### src/rtl/dual_priority_decoder.sv
// rtl/dual_priority_decoder.sv - validate a {first, second} index pair and hold its decoded 12-line vector
// Define DUAL_PRIORITY_BLINK_EN to blink the second-priority line with half-period BLINK_HALF.
module dual_priority_decoder #(
  parameter int unsigned HOLD_CYCLES = 12_000_000,
  parameter int unsigned BLINK_HALF  = 3_000_000
) (
  input  logic        clk,
  input  logic        reset,
  input  logic        load,
  input  logic [3:0]  first,
  input  logic [3:0]  second,
  output logic [12:1] r,
  output logic        valid,
  output logic        err
);

  typedef enum logic {
    IDLE = 1'b0,
    SHOW = 1'b1
  } state_t;

  localparam logic [23:0] HOLD_RELOAD = 24'(HOLD_CYCLES - 1);

  // Out-of-range timing parameters are rejected at elaboration.
  if (HOLD_CYCLES < 1 || HOLD_CYCLES > 32'h00FF_FFFF) begin : g_bad_hold
    $error("HOLD_CYCLES out of range");
  end
  if (BLINK_HALF < 1 || BLINK_HALF > 32'h00FF_FFFF) begin : g_bad_blink
    $error("BLINK_HALF out of range");
  end

  state_t      state, state_nxt;
  logic [12:1] first_oh, first_oh_nxt;
  logic [12:1] second_oh, second_oh_nxt;
  logic [23:0] hold_cnt, hold_cnt_nxt;
  logic        err_nxt;
  logic [12:1] first_dec, second_dec;
  logic        pair_legal;

  always_comb begin
    first_dec  = '0;
    second_dec = '0;
    for (int k = 1; k <= 12; k++) begin
      if (first == 4'(k))  first_dec[k]  = 1'b1;
      if (second == 4'(k)) second_dec[k] = 1'b1;
    end
  end

  // second must be strictly below first; (0,0) is the explicit "no requests" pair.
  assign pair_legal = ((first == 4'd0) && (second == 4'd0)) ||
                      ((first >= 4'd1) && (first <= 4'd12) && (second < first));

  always_comb begin
    state_nxt     = state;
    first_oh_nxt  = first_oh;
    second_oh_nxt = second_oh;
    hold_cnt_nxt  = hold_cnt;
    err_nxt       = err;
    if (load) begin
      if (pair_legal) begin
        state_nxt     = SHOW;
        first_oh_nxt  = first_dec;
        second_oh_nxt = second_dec;
        hold_cnt_nxt  = HOLD_RELOAD;
        err_nxt       = 1'b0;
      end else begin
        state_nxt     = IDLE;
        first_oh_nxt  = '0;
        second_oh_nxt = '0;
        hold_cnt_nxt  = '0;
        err_nxt       = 1'b1;
      end
    end else if (state == SHOW) begin
      if (hold_cnt == 24'd0) begin
        state_nxt     = IDLE;
        first_oh_nxt  = '0;
        second_oh_nxt = '0;
      end else begin
        hold_cnt_nxt = hold_cnt - 24'd1;
      end
    end
  end

  always_ff @(posedge clk or posedge reset) begin
    if (reset) begin
      state     <= IDLE;
      first_oh  <= '0;
      second_oh <= '0;
      hold_cnt  <= '0;
      err       <= 1'b0;
    end else begin
      state     <= state_nxt;
      first_oh  <= first_oh_nxt;
      second_oh <= second_oh_nxt;
      hold_cnt  <= hold_cnt_nxt;
      err       <= err_nxt;
    end
  end

`ifdef DUAL_PRIORITY_BLINK_EN
  localparam logic [23:0] BLINK_LAST = 24'(BLINK_HALF - 1);

  logic        phase, phase_nxt;
  logic [23:0] blink_cnt, blink_cnt_nxt;

  // Phase restarts "on" at every legal load and is parked "on" outside SHOW.
  always_comb begin
    phase_nxt     = phase;
    blink_cnt_nxt = blink_cnt;
    if (load && pair_legal) begin
      phase_nxt     = 1'b1;
      blink_cnt_nxt = '0;
    end else if (state_nxt == SHOW) begin
      if (blink_cnt == BLINK_LAST) begin
        phase_nxt     = ~phase;
        blink_cnt_nxt = '0;
      end else begin
        blink_cnt_nxt = blink_cnt + 24'd1;
      end
    end else begin
      phase_nxt     = 1'b1;
      blink_cnt_nxt = '0;
    end
  end

  always_ff @(posedge clk or posedge reset) begin
    if (reset) begin
      phase     <= 1'b1;
      blink_cnt <= '0;
    end else begin
      phase     <= phase_nxt;
      blink_cnt <= blink_cnt_nxt;
    end
  end

  assign r = first_oh | (second_oh & {12{phase}});
`else
  assign r = first_oh | second_oh;
`endif

  assign valid = (state == SHOW);

endmodule

### config.mk
export PLATFORM = sky130hd
export DESIGN_NAME = dual_priority_decoder
export DESIGN_NICKNAME = d
export VERILOG_FILES = /design/src/rtl/dual_priority_decoder.sv
export SDC_FILE = /design/constraint.sdc
export NUM_CORES = 1
export LEC_CHECK = 0
export CAP_MARGIN = 15
export CORE_UTILIZATION = 57
export CTS_CLUSTER_SIZE = 16
export DETAILED_ROUTE_END_ITERATION = 7
export HOLD_SLACK_MARGIN = 0.06
export PLACE_DENSITY = 0.88
export SLEW_MARGIN = 20
export SYNTH_ARGS = -nofsm -noshare
export SYNTH_HDL_FRONTEND = slang
export SYNTH_SLANG_ARGS = --single-unit
### constraint.sdc
create_clock -name clk -period 2.7 [get_ports clk]
set_clock_uncertainty 0.1 [all_clocks]
set_input_delay 0.675 -clock clk [delete_from_list [all_inputs] [get_ports clk]]
set_output_delay 0.675 -clock clk [all_outputs]
set_load 0.005 [all_outputs]
Word level (Yosys, flattened, before mapping)
Cells that the tools add are included.

Input bits: 11. ROM bits: 0. Output and inout bits: 14. Memories kept: 0. Logic and storage cells: 85. Latch bits: 0. Bits in writable memories: 0. Register bits: 50.

Div/mod/pow operators: 0. Muxes and demuxes: 39. Bitwise operators: 1. Magnitude comparators: 3. Add/subtract/negate cells: 1. Eq/ne operators: 25. $mul: 0. Reduce and logical (&&, ||, !) cells: 11. Shift-type cells: 0.

Operators with widths (number): $mux W24 (4); $mux W12 (6); $eq A4 B4 Y1 const B (10); $eq A4 B3 Y1 const B (8); $mux W1 (29); $logic_not A24 Y1 (1); $sub A24 B1 Y24 const B (1); $eq A4 B2 Y1 const B (4); $or A12 B12 Y12 (1); $eq A4 B1 Y1 const B (2); $logic_not A4 Y1 (2); $ge A4 B1 Y1 const B (1); $le A4 B4 Y1 const B (1); $lt A4 B4 Y1 (1); $reduce_and A2 Y1 (2); $reduce_bool A2 Y1 (2); $logic_and A1 B1 Y1 (3); $ne A2 B2 Y1 const B (1); $logic_or A1 B1 Y1 (1).

Depth between registers and ports, before layout
Gate-level depths: netlist of run 1.

Depth in word-level cells: 6. Mapped depth: 9. Depth with buffers taken out: 7.

Worst setup path after synthesis of run 1
OpenSTA, ideal clock, no wires.

Kind: input to register. From: in first[2]. To: reg second_oh[1] in the netlist's numbering. Data required time: 2.517 ns. Setup time: 0.083 ns. Stages: 9. Data arrival time: 2.581 ns. Setup slack: -0.064 ns. Buffers on the path: 2. Cells stage by stage: clkbuf_1 -> inv_1 -> ha_1 -> o211ai_1 -> o2111ai_1 -> a221oi_2 -> clkbuf_1 -> nand2_1 -> o21ai_0.

Cells in the longest elaborated chain, start to end: 6. Elaborated cells between the ends (all ways): 10. Those cells by class: order compare: 3; mux: 2; reduce/logical: 5.

RTL lines: start, declared (RTL line 10) `input logic [3:0] first,`; $ge A4 B1 Y1 or $le A4 B4 Y1 (tied branches) (RTL line 51) `((first >= 4'd1) && (first <= 4'd12) && (second < first));`; $logic_and A1 B1 Y1 (2 in series) (RTL line 51); $logic_or A1 B1 Y1 (*) (RTL line 50) `assign pair_legal = ((first == 4'd0) && (second == 4'd0)) ||`; $mux W12 (*) (RTL line 60) `if (pair_legal) begin`; $mux W12 (*) (RTL line 59) `if (load) begin`; end signal, assigned (RTL line 94) `second_oh <= second_oh_nxt;`; end, declared (RTL line 34) `logic [12:1] second_oh, second_oh_nxt;`.

Every way passes the cells marked *; elsewhere a longest branch is shown, timed or not. A chain may end at the register's enable or synchronous reset.

Worst setup path after layout of run 1
From: in second[3]. To: reg hold_cnt[17].

Cells in the longest elaborated chain, start to end: 5. Elaborated cells between the ends (all ways): 7. Those cells by class: order compare: 1; mux: 2; reduce/logical: 4.

RTL lines: start, declared (RTL line 11) `input logic [3:0] second,`; $lt A4 B4 Y1 or $logic_not A4 Y1 (tied branches) (RTL line 51, 50); $logic_and A1 B1 Y1 (on tied branches) (RTL line 51, 50); $logic_or A1 B1 Y1 (*) (RTL line 50); $mux W24 (*) (RTL line 60); $mux W24 (*) (RTL line 59); end signal, assigned (RTL line 95) `hold_cnt <= hold_cnt_nxt;`; end, declared (RTL line 35) `logic [23:0] hold_cnt, hold_cnt_nxt;`.

Marked as above.

==> results by group, run 1 <==
Cells and area
  – Area Overhead vs Synth: 27.7%
  – Finished Cell Area: 0.00349 sq mm
  – Layout cells sized above 1: 24.3%
  – Diodes inserted: 0
  – Nets@finish: 349
  – Core Util, Final: 78.0%

Global route
  – Pin count of the biggest net entering global routing: 30
  – Total global routing overflow: 0
  – Vias in the first global route: 2,440
  – Global Route Usage Sum: 29.3%
  – Initial antenna violation count: 0
  – First-pass GRT wire length: 11,400 um

Status
  – Failing checks: DRC, setup timing
  – Status: complete, but fails checks

Timing
  – Final setup fails: 27
  – Fmax achieved: 358 MHz
  – Setup ws final: -0.0939 ns
  – Slew HR: 25.9%
  – Setup TNS: -1.46 ns
  – Hold violation count in the final report: 0
  – Tmin final: 2.79 ns
  – Pins Over Slew Limit: 0
  – Slew @ Worst Pin: 1.11 ns
  – Final period util: 103%

CTS
  – Root buffer cell: clkbuf_8
  – Inserted Clock Buffers: 5
  – Worst-path clk slew: 0.09 ns
  – Clock tree from TritonCTS: built
  – Worst skew pair latency: 0.31 ns
  – CTS max path bufs: 2
  – H-tree depth: 2
  – Hold buffers post-CTS: 0
  – Clock sinks: 50

Logic synthesis
  – Cells after Synth: 279
  – Synth Area in Simple Gates: 20.4%
  – Synth Area in Adders: 2.29%
  – Post-Syn Area: 0.00273 sq mm
  – Synth Area in Compound Gates: 24.9%
  – Post-synthesis mux area share: 0.732%
  – XOR/XNOR Fraction of Synth Area: 2.24%
  – Register area share after synthesis: 45.8%
  – FF+latch count, synth: 50
  – Syn Area/Cell: 9.80 sq um
  – Async SR Flop Fraction: 100%
  – Synth Flop Type: dfrtp_1
  – Library cells used by synthesis: 50
  – Main combinational cell family by area after synthesis: compound AO/OA/AOI/OAI gates
  – Yosys warnings: 0
  – Syn Nets: 295
  – EDFF count, synth: 0

Die
  – Top-Level Pins: 25
  – Die area: 0.00508 sq mm
  – Core area: 0.00447 sq mm
  – Initial core utilization: 61.1%
  – Die Span X: 71.3 um
  – # rows: 24
  – Die Y: 71.3 um

Setup path
  – CP peak stage delay: 0.46 ns
  – Critical path fanouts, max: 7
  – WP data arrival: 2.94 ns
  – Most used cell, CP: o22a_1
  – Critical-path cell list: clkdlybuf4s50_1 > ha_4 > nor2b_1 > o2111ai_2 > a221oi_4 > buf_6 > buf_12 > o22a_1 > o22a_1
  – Crit. End Element: register
  – Critical setup path kind: input pin to register
  – CP max stage cell: clkdlybuf4s50_1
  – Worst EP required: 2.85 ns
  – Critical path launch point type: input pin

Place
  – GP Congestion: 0.859
  – DP HPWL: 4840 um
  – Port-buffer cells: 24
  – Placed Area: 0.00326 sq mm

Route
  – WL/cell: 18.9 um
  – Vias: 2,486
  – Via/cell ratio: 6.46
  – Met2 WL post-DR: 3700 um
  – Met3 WL post-DR: 414 um
  – Drt pass-1 iters: 7
  – # DRC: 2
  – 1st-iter DRT viols: 244
  – Top sig layer: met4
  – Routed WL: 7290 um
  – ANT nets after route: 0
  – Routed length on met1: 2950 um

Power
  – Max IR drop VDD: 558 uV
  – Power Density: 601 mW/mm^2
  – Static leakage: 1.70 nW

Min path
  – Hold crit path type: register to register

Run
  – Max Cap Viol: 0
## final cells by class
type                            count  area [sq um]
Clock inverter                      1          30.0
Fill cell                         290           982
Multi-Input combinational cell    205          1430
Inverter                           10          37.5
Timing Repair Buffer               61           596
Sequential cell                    50          1250
Clock buffer                        6          82.6
Tap cell                           52          65.1
## cell usage after synthesis (all sizes together) (6+ instances only)
library cell   n  area, sq um
o22a          18          158
xor2           6         52.6
nor2          18         67.6
inv           10         37.5
nand2         31          119
a31oi          9         56.3
o21ai         23          126
nor4           6         50.0
dfrtp         50         1250
or2           16          100
clkbuf        12         45.0
## what timing repair did
action,CTS,global route
gates cloned,1,1
gates resized for setup,7,10
buffers inserted,3,0
pin swaps,4,5
setup endpoints to repair,21,32
## cell usage in the layout, fill, tap and decap left out, types with 6 or more instances in the layout
master,n
clkdlybuf4s50_1,18
inv_1,8
clkbuf_8,6
a31oi_1,8
xor2_1,6
dfrtp_1,50
o21ai_0,18
nand2_1,30
o22a_1,18
buf_4,32
nor2_1,18
or2_2,16
## metrics by stage
stage	cells	setup slack, ns	total power [mW]	hold slack [ns]
floorplan	279	0.0639	1.30	0.331
global placement	373	-0.282	1.50	0.353
detailed placement	373	-0.364	1.53	0.365
CTS	384	0.00389	2.08	0.384
global route	385	-0.142	2.19	0.416
finish	385	-0.0939	2.10	0.380
## layer usage
layer,GRT usage [%],up-vias
met3,5.63,19
met1,36.7,1220
met5,0,-
met4,10.0,0
met2,50.9,99
li1,-,1148
## power by group
part | switching [mW] | internal, mW | total [mW]
registers | 0.0852 | 0.819 | 0.904
clock network | 0.236 | 0.296 | 0.532
logic | 0.339 | 0.324 | 0.664
total | 0.661 | 1.44 | 2.10
## critical path, delay by kind of cell
kind / cells / cell delay, ns
AND/OR/NAND/NOR: 1 / 0.35
adder cells (fa/ha/maj): 1 / 0.18
buffers and inverters: 3 / 0.81
AO/OA/AOI/OAI: 4 / 0.93
## cell families (layout without fill, tap and decap cells)
family	count (synthesis)	after routing
simple gates	102	102
compound gates	89	89
flops	50	50
buf+inv	24	78
xor+xnor	7	7
fa+ha+maj	5	5
mux	2	2
## state kept, by name, summed over array words and instances (netlist names)
register / flops
err: 1
valid: 1
hold_cnt: 24
second_oh: 12
first_oh: 12
## final timing paths
check / startpoint / endpoint / slack [ns] / depth (start not counted)
min reg2reg: first_oh[11] / first_oh[11] / 0.38 / 2
max in group asynchronous: reset / first_oh[2] / 1.28 / 3
min: first_oh[11] / first_oh[11] / 0.38 / 2
max: second[3] / hold_cnt[17] / -0.09 / 9
max reg2reg: hold_cnt[11] / hold_cnt[11] / 0.18 / 5
min in group asynchronous: reset / hold_cnt[17] / 0.61 / 2
Note: power is estimated with default switching activity, not from simulation.
==> run 2: changes to the inputs <==
--- a/constraint.sdc
+++ b/constraint.sdc
@@ -4,2 +4,2 @@
 set_output_delay 0.675 -clock clk [all_outputs]
-set_load 0.005 [all_outputs]
+set_load 0.05 [all_outputs]
==> run 2 against run 1 <==
  * The run ends with DRC left
  * Core utilization rose by 0.84 points
  * Critical path depth grew 3
  * Sequential power is essentially flat
  * Worst setup slack better by 0.16 ns
  * Highest routed layer unchanged
==> results by group, run 2 (synthesized netlist as in run 1, its figures left out) <==
Die
  – # rows: 24
  – Die Y: 71.3 um
  – Core area: 0.00447 sq mm
  – Top-Level Pins: 25
  – Die area: 0.00508 sq mm
  – Die Span X: 71.3 um
  – Initial core utilization: 61.1%

Min path
  – Hold path start: second_oh[12]
  – Worst hold path endpoint: second_oh[12]
  – Hold crit path type: register to register
  – Hold Crit Depth: 2

Global route
  – Pin count of the biggest net entering global routing: 27
  – Initial antenna violation count: 0
  – First-pass GRT wire length: 11,300 um
  – Global Route Usage Sum: 28.9%
  – Vias in the first global route: 2,368
  – Total global routing overflow: 0

CTS
  – Clock sinks: 50
  – Worst-path clk slew: 0.09 ns
  – CTS max path bufs: 2
  – Clock tree from TritonCTS: built
  – H-tree depth: 2
  – Hold buffers post-CTS: 0
  – Inserted Clock Buffers: 5
  – Root buffer cell: clkbuf_8
  – Worst skew pair latency: 0.31 ns

Route
  – ANT nets after route: 0
  – WL/cell: 19.2 um
  – Via/cell ratio: 6.46
  – # DRC: 2
  – 1st-iter DRT viols: 233
  – Drt pass-1 iters: 7
  – Routed WL: 7500 um
  – Vias: 2,518

Timing
  – Tmin final: 2.64 ns
  – Hold violation count in the final report: 0
  – Final period util: 97.7%
  – Slew HR: 55.3%
  – Pins Over Slew Limit: 0
  – Slew @ Worst Pin: 0.670 ns
  – Final setup fails: 0
  – Fmax achieved: 379 MHz

Setup path
  – Reg2Reg Launch Point: hold_cnt[11]
  – Critical path launch point type: input pin
  – Critical setup path kind: input pin to register
  – Cell depth of the worst flop-to-flop path: 5
  – CP max stage cell: a221oi_4
  – Reg2reg setup slack: 0.18 ns
  – Worst EP required: 2.85 ns
  – R2R Path End: hold_cnt[20]
  – CP peak stage delay: 0.35 ns
  – Critical-path cell list: dlygate4sd2_1 > inv_1 > ha_2 > o211ai_1 > buf_4 > o211ai_1 > a221oi_4 > buf_6 > buf_4 > buf_12 > o22a_1 > o22a_1
  – Crit. End Element: register
  – Critical path fanouts, max: 7
  – WP data arrival: 2.79 ns

Cells and area
  – Layout cells sized above 1: 26.3%
  – Area Overhead vs Synth: 29.1%
  – Most common cell after layout, fill and taps aside: dfrtp_1
  – Diodes inserted: 0
  – Most frequent cells in the layout: dfrtp_1, buf_4, nand2_1
  – Max reg flops: 24
  – Biggest regs: hold_cnt: 24 flops, first_oh: 12 flops, second_oh: 12 flops
  – Finished Cell Area: 0.00353 sq mm
  – Nets@finish: 353
  – Top reg by flops: hold_cnt

Power
  – Max IR drop VDD: 421 uV
  – Pwr Total: 2.15 mW
  – Static leakage: 1.71 nW
  – Power Density: 609 mW/mm^2

Place
  – GP Congestion: 0.849
  – Placed Area: 0.00325 sq mm
  – DP HPWL: 4550 um
  – Port-buffer cells: 24

Run
  – Max Cap Viol: 0

Status
  – Status: complete, but fails checks
  – Failing checks: DRC
run 2: cell count changes in the layout (fill, tap and decap cells not counted), moves of 2 or more:
| cell | before | now |
|---|---|---|
| buf_4 | 32 | 37 |
| o21ai_1 | 4 | 0 |
| clkdlybuf4s50_1 | 18 | 16 |
| o21ai_0 | 18 | 22 |
| ha_1 | 4 | 2 |
run 2: worst max-delay path, delay by kind of cell:
| kind | cells | cell delay (ns) |
|---|---|---|
| fa+ha+maj | 1 | 0.27 |
| compound gates | 5 | 0.95 |
| buf+inv | 6 | 0.88 |
run 2: layer usage:
metal | global-route usage (%) | share of wire [%] | wire length, um | vias up
li1 | - | - | - | 1164
met1 | 38.3 | 40 | 3020 | 1199
met2 | 47.7 | 49 | 3670 | 121
met3 | 4.08 | 5.1 | 386 | 34
met4 | 12.7 | 5.8 | 432 | 0
met5 | 0 | 0 | 0 | -
run 2: what timing repair did:
item                       CTS  global route
cloned                       1             0
buffers inserted             3             6
setup endpoints to repair   13            34
pin swaps                    3             4
gates resized for setup      5            14
run 2: how the worst max path moves through the flow:
stage / end / depth (start not counted) / start
2_1_floorplan: first_oh[12] / 8 / first[2]
3_3_place_gp: hold_cnt[11] / 10 / first[1]
3_5_place_dp: hold_cnt[11] / 10 / first[1]
4_1_cts: hold_cnt[11] / 9 / second[1]
5_1_grt: hold_cnt[17] / 12 / first[1]
6_report: hold_cnt[17] / 12 / first[1]
run 2: per-stage QoR:
stage                     setup slack [ns]  TNS [ns]  std cells  util (%)  hold WS, ns
after global routing               -0.0537   -0.0959        390      78.9        0.415
after global placement              -0.278     -7.34        372      72.7        0.353
final                               0.0612         0        390      78.9        0.370
after detailed placement            -0.337     -9.20        372      72.7        0.357
after CTS                           0.0240         0        384      76.5        0.377
after floorplan                     0.0639         0        279         -        0.331
run 2: report_power, final:
part / switching, mW / total (mW) / internal, mW
Combinational: 0.387 / 0.716 / 0.329
Sequential: 0.0881 / 0.907 / 0.819
Clock: 0.251 / 0.527 / 0.276
Total: 0.726 / 2.15 / 1.42
run 2: final cells by class:
type	count	area (sq um)
clock buffer	6	72.6
sequential	50	1250
inverter	10	37.5
tap	52	65.1
clock inverter	2	37.5
multi-input combinational	205	1450
fill	280	945
timing repair buffer	65	612
